<file path="src/rtl/sp_ram_sync.sv">
// Single-port synchronous RAM with request/response handshake, a full-memory
// clear state machine (runs after reset and on clear_req), an optional
// read-on-write response (RD_ON_WR), and optional per-word even parity
// enabled by the macro SP_RAM_PARITY_EN.
module sp_ram_sync #(
    parameter int unsigned DATA_W   = 8,
    parameter int unsigned ADDR_W   = 4,
    parameter int unsigned RD_ON_WR = 0
) (
    input  logic              clk,
    input  logic              rst,
    input  logic              req_valid,
    output logic              req_ready,
    input  logic              req_we,
    input  logic [ADDR_W-1:0] req_addr,
    input  logic [DATA_W-1:0] req_wdata,
    input  logic              inj_perr,
    input  logic              clear_req,
    output logic              rsp_valid,
    output logic [DATA_W-1:0] rsp_rdata,
    output logic              rsp_perr,
    output logic              init_busy
);

    localparam int unsigned DEPTH = 2**ADDR_W;
`ifdef SP_RAM_PARITY_EN
    localparam int unsigned MEM_W = DATA_W + 1;
`else
    localparam int unsigned MEM_W = DATA_W;
`endif

    typedef enum logic {
        INIT  = 1'b0,
        READY = 1'b1
    } state_t;

    state_t            state;
    state_t            state_nxt;
    logic [ADDR_W-1:0] clr_addr;
    logic              accept_c;
    logic              respond_c;
    logic [MEM_W-1:0]  wr_word_c;
    logic [MEM_W-1:0]  rd_word_c;
    logic              rd_perr_c;
    logic [MEM_W-1:0]  mem [DEPTH];

    // State register
    always_ff @(posedge clk or posedge rst) begin
        if (rst) begin
            state <= INIT;
        end else begin
            state <= state_nxt;
        end
    end

    // Next state: clear sweeps every address once; clear_req only honoured in READY
    always_comb begin
        state_nxt = state;
        unique case (state)
            INIT:    if (clr_addr == {ADDR_W{1'b1}}) state_nxt = READY;
            READY:   if (clear_req) state_nxt = INIT;
            default: state_nxt = INIT;
        endcase
    end

    // FSM outputs and request acceptance
    always_comb begin
        req_ready = 1'b0;
        init_busy = 1'b0;
        unique case (state)
            INIT:    init_busy = 1'b1;
            READY:   req_ready = !clear_req;
            default: init_busy = 1'b1;
        endcase
        accept_c  = req_valid && req_ready;
        respond_c = accept_c && (!req_we || (RD_ON_WR != 0));
    end

    // Clear address walks 0..DEPTH-1 while in INIT, then wraps back to 0
    always_ff @(posedge clk or posedge rst) begin
        if (rst) begin
            clr_addr <= '0;
        end else if (state == INIT) begin
            clr_addr <= clr_addr + ADDR_W'(1);
        end else if (clear_req) begin
            clr_addr <= '0;
        end
    end

    // Stored word formation and read-side parity check
`ifdef SP_RAM_PARITY_EN
    always_comb begin
        wr_word_c = {(^req_wdata) ^ inj_perr, req_wdata};
        rd_word_c = mem[req_addr];
        rd_perr_c = ^rd_word_c;
    end
`else
    logic unused_inj_perr;
    assign unused_inj_perr = inj_perr;

    always_comb begin
        wr_word_c = req_wdata;
        rd_word_c = mem[req_addr];
        rd_perr_c = 1'b0;
    end
`endif

    // Memory array: clear writes zero (parity of zero is zero), else accepted writes
    always_ff @(posedge clk) begin
        if (state == INIT) begin
            mem[clr_addr] <= '0;
        end else if (accept_c && req_we) begin
            mem[req_addr] <= wr_word_c;
        end
    end

    // Response register: one-cycle strobe, data holds between responses
    always_ff @(posedge clk or posedge rst) begin
        if (rst) begin
            rsp_valid <= 1'b0;
            rsp_rdata <= '0;
            rsp_perr  <= 1'b0;
        end else begin
            rsp_valid <= respond_c;
            if (respond_c) begin
                rsp_rdata <= rd_word_c[DATA_W-1:0];
                rsp_perr  <= rd_perr_c;
            end else begin
                rsp_perr  <= 1'b0;
            end
        end
    end

endmodule

</file>
<file path="config.mk">
export PLATFORM = sky130hd
export DESIGN_NAME = sp_ram_sync
export DESIGN_NICKNAME = d
export VERILOG_FILES = /design/src/rtl/sp_ram_sync.sv
export SDC_FILE = /design/constraint.sdc
export NUM_CORES = 1
export LEC_CHECK = 0
export ABC_AREA = 1
export BUFFER_PORTS_ARGS = -buffer_cell sky130_fd_sc_hd__buf_2
export CORE_ASPECT_RATIO = 0.8
export CORE_MARGIN = 10
export CORE_UTILIZATION = 35
export DETAILED_ROUTE_END_ITERATION = 7
export SLEW_MARGIN = 20
export SYNTH_ARGS = -nofsm -noshare
export SYNTH_HDL_FRONTEND = slang
export SYNTH_SLANG_ARGS = --single-unit
</file>
<file path="constraint.sdc">
create_clock -name clk -period 2.5 [get_ports clk]
set_input_delay 0.125 -clock clk [delete_from_list [all_inputs] [get_ports clk]]
set_output_delay 0.125 -clock clk [all_outputs]
set_load 0.05 [all_outputs]
</file>
* After elaboration in Yosys (flattened, before gate mapping)
Memory sizes are Yosys's and may differ from the RTL's. A register that Yosys moved wholly into a read port is not among the register bits. Cells that the tools add are included.
Word-level totals: RAM bits 128, output and inout bits 12, logic and storage cells 27, memories 1, input port bits 18, register bits 6
Cells by class: bitwise operators 1, mux-type cells 13, reduce and logical (&&, ||, !) cells 6, $add $sub $neg 1, equality and inequality tests 2
Memories:
- mem | depth 16, width 8, rd ports 1, clocked after memory_dff 1, write ports 1, line 45 | logic [MEM_W-1:0] mem [DEPTH];
Operators by type and width (number):
- $mux 4 | 3
- $mux 1 | 8
- $mux 8 | 1
- $reduce_or 8->1 | 1
- $add 4x1->4 const B | 1
- $eq 4x4->1 const B | 1
- $logic_and 1x1->1 | 3
- $logic_not 1->1 | 2
- $ne 2x2->1 const B | 1
- $pmux 1 s2 | 1
- $not 1->1 | 1

* Longest topological paths before layout
depth in word-level cells 9, gate-level depth with buffers 10, mapped depth without buffers 9

* Least setup slack after synthesis
OpenSTA, ideal clock, no wires.
path type reg-to-reg, start register state, end memory mem[11][0] (netlist name), enable pin, buffers on the path 1, setup slack 226 ps, period minus slack after synthesis 2274 ps, stages on the path, launching flop included 10, library setup time 370 ps, arrival 1904 ps, data required time 2130 ps, cells stage by stage dfrtp_1 inv_2 nor2_4 nand3_2 buf_6 nand2_2 o21ai_4 inv_2 nand3_2 nor2_1
On the way: elaborated cells between the ends (all ways) 10, classes of those cells mux: 7; reduce/logical: 3
RTL lines:
- start, declared | line 37 | state_t state;
- start signal, assigned | line 52 | state <= state_nxt;
- $mux 1
- via init_busy | line 22 | output logic init_busy
- $mux 1 (no source line)
- end, declared | line 45
The timed path passes the listed nets, and every way through them passes these cells.

* Worst setup path after layout
start register state, end memory mem[8][2] (netlist name), enable pin
On the way: word-level cells in the longest chain between the ends 8, elaborated cells between the ends (all ways) 10, classes of those cells mux: 7; reduce/logical: 3
RTL lines:
- $mux 1 | line 70 | unique case (state)
- $logic_and 1x1->1 | line 75 | accept_c = req_valid && req_ready;
- $logic_and 1x1->1 | line 112 | end else if (accept_c && req_we) begin
- $mux 1 | line 112
- $mux 1 | line 110 | if (state == INIT) begin
- $mux 1 (implied by the code) | line 113 | mem[req_addr] <= wr_word_c;
- $reduce_or 8->1 (no source line)
- $mux 4 (no source line) / $mux 1 (equally long branches)
Parallel ways exist; a longest one is shown, timed or not.

==> flow_metrics.tcl <==
set metrics [dict create \
    clockPowerShare 0.365 \
    combPwrFrac 0.211 \
    gr-total-overflow 0 \
    final_layout_size_suffix_gt1_frac 0.162 \
    vdd_drop_max_mv 0.689 \
    total_power_mw 7.65 \
    place_congestion 0.822 \
    rows 44 \
    nets 704 \
    clock_latency_ns 0.41 \
    synth_top_family_by_area "simple AND/OR/NAND/NOR gates" \
    core-area_sq_mm 0.0180 \
    mostFrequentLayoutCell "nand2_1" \
    syn-cell-area_sq_mm 0.00638 \
    stdcell_count 928 \
    die_h_um 141 \
    synth-compound-area-share 0.0135 \
    post_cts_resize_count 0 \
    cts_tree "yes" \
    final_cell_mix "nand2_1, edfxtp_1, inv_1" \
    fp.dieW_um 171 \
    ys_seq_area_frac 0.657 \
    detail-route-antenna-nets 0 \
    post-route-period-util 0.877 \
    synth-xor-area-share 0 \
    drc 0 \
    clock-sinks 142 \
    grt_usage 0.131 \
    synthToLayoutAreaGrowth_pct 18.2 \
    p_sw_frac 0.300 \
    net-switching-power_mw 2.29 \
    p_leak_nw 3.41 \
    synthMuxAreaShare 0.00157 \
    startpoint_type "flip-flop" \
    grt_max_degree 66 \
    status "finished clean" \
    highest_layer "met5" \
    grt_pass1_vias 4349 \
    hold_class "in2reg" \
    wl_met3_mm 1.02 \
    setup_viol 0 \
    p_int_mw 5.36 \
    path_class "reg2reg" \
    endpoint_kind "flip-flop" \
    portBuffers 27 \
    wl_per_cell_um 16.2 \
    drt_iter0_markers 504 \
    synth_nets 660 \
    place_inst 894 \
    finClkSkew_ns 0.00425 \
    synth_cell_types 29 \
    dp_slack_ns 0.321 \
    p_seq_frac 0.425 \
    slew_headroom 0.486 \
    crit_path_max_fanout 20 \
    cts-root-buf "clkbuf_16" \
    antenna_found_initial 1 \
    antenna_cells 0 \
    cts_max_level 4 \
    tightest_slew_ns 0.768 \
    yosys.area_share.adder 0.00196 \
    maxCapViolCount 0 \
    clk_pin_slew_worst_paths_ns 0.06 \
    first_pass_iters 5 \
    ys_warn_count 0 \
    vias 4309 \
    finalCriticalPeriod_ns 2.19 \
    setup_slack_ns 0.308 \
    finalHoldViolations 0 \
    cp.required_ns 2.54 \
    p_per_area_mw_per_mm2 1010 \
    cp.arrival_ns 2.24 \
    rsz0062_at_grt "false" \
    dr_wl_met2_mm 6.71 \
    synthSimpleGateAreaFrac 0.232 \
    numCtsBuffers 17 \
    hpwl_mm 9.42 \
    syn_inst 641 \
    slew_violations 0 \
    initial_utilization 0.355 \
    setup-tns-final_ns 0 \
    ios 30 \
    wl_met1_mm 7.15 \
    synth_seq_cells 142 \
    ctsLongestPathBuffers 2 \
    grt_pass1_wl_mm 24.0 \
    max_freq_ghz 0.456 \
    syn_area_per_cell_sq_um 9.96 \
    die_area_sq_mm 0.0241 \
    routed_wl_mm 15.1 \
    viasPerCell 4.64 \
]
==> logic make-up after synthesis <==
kind of cell             count (synthesis)
AND/OR/NAND/NOR                        337
buffers and inverters                  149
flip-flops                             142
AO/OA/AOI/OAI                           10
multiplexers                             1
adder cells (fa/ha/maj)                  1
other                                    1
==> area by class of cell <==
type,count,area (sq um)
Sequential cell,142,4190
Tap cell,230,288
Multi-Input combinational cell,350,1600
Clock inverter,13,211
Inverter,121,454
Fill cell,1680,10500
Timing Repair Buffer,53,360
Clock buffer,19,443
==> power groups by stage <==
stage               logic (mW)  registers, mW  clock network [mW]
floorplan                0.965           3.46                   0
global placement          1.59           3.28                   0
detailed placement        1.62           3.29                   0
CTS                       1.63           3.25                2.81
global route              1.80           3.28                2.92
finish                    1.61           3.25                2.79
==> synthesized netlist by cell type <==
cell | count | area, sq um
o31ai_1 | 1 | 7.51
buf_2 | 12 | 60.1
inv_1 | 114 | 428
ha_1 | 1 | 12.5
nor3_4 | 1 | 16.3
nor2_1 | 21 | 78.8
nor2_2 | 1 | 6.26
dfrtp_1 | 14 | 350
buf_4 | 1 | 7.51
mux2i_1 | 1 | 10.0
nand4_1 | 1 | 6.26
buf_6 | 2 | 22.5
inv_2 | 7 | 26.3
edfxtp_1 | 128 | 3840
nor2_4 | 1 | 11.3
nand3_2 | 4 | 40.0
o21ai_4 | 2 | 32.5
conb_1 | 1 | 3.75
o21ai_2 | 3 | 26.3
nand3_1 | 97 | 485
buf_1 | 5 | 18.8
o21ai_0 | 3 | 15.0
clkbuf_1 | 8 | 30.0
or2_2 | 1 | 6.26
a21oi_1 | 1 | 5.00
nor3_2 | 4 | 40.0
nand2_1 | 200 | 751
nand2_2 | 5 | 31.3
nand2_4 | 1 | 11.3
==> metrics by stage <==
step                utilization  hold WS [ns]  instance area, sq um
floorplan                     -        0.0142                  6380
global placement          0.382         0.198                  6870
detailed placement        0.382         0.192                  6870
CTS                       0.419        0.0283                  7550
global route              0.419        0.0448                  7550
finish                    0.419        0.0348                  7550
==> registers in the layout (all words and copies together) (netlist names) <==
| name | count |
|---|---|
| state | 1 |
| rsp_valid | 1 |
| rsp_rdata | 8 |
| clr_addr | 4 |
| mem | 128 |
==> worst max-delay path: stages (launching register included) <==
cell and delay (ns):
dfrtp_1 0.35, inv_2 0.07, nor2_4 0.12, nand3_2 0.10
buf_12 0.17, nand2_2 0.08, inv_2 0.04, nor2_2 0.09
nand2_1 0.15, nor2_1 0.64
==> what timing repair did <==
item,CTS,global route
hold buffers,2,0
endpoints found under the hold margin,15,0
buffers inserted,0,0
==> metal layers <==
metal  up-vias  global-route usage
met5         -                   0
met4         2              0.0411
met3        21              0.0301
met2       139               0.191
met1      2017               0.189
li1       2130                   -
==> worst paths after layout <==
| check | from | to | slack (ns) | cells after the start |
|---|---|---|---|---|
| hold reg to reg | rsp_rdata[7]$_DFFE_PP0P_ | rsp_rdata[7]$_DFFE_PP0P_ | 0.48 | 2 |
| hold / removal | clear_req | clr_addr[0]$_DFFE_PP0P_ | 0.03 | 4 |
| setup / recovery | state$_DFF_PP0_ | mem[8][2]$_DFFE_PP_ | 0.31 | 9 |
| setup reg to reg | state$_DFF_PP0_ | mem[8][2]$_DFFE_PP_ | 0.31 | 9 |
| max in group asynchronous | rst | rsp_rdata[3]$_DFFE_PP0P_ | 1.84 | 3 |
| min in group asynchronous | rst | rsp_rdata[7]$_DFFE_PP0P_ | 0.30 | 3 |
No activity file was read; power rests on OpenSTA's default activity.
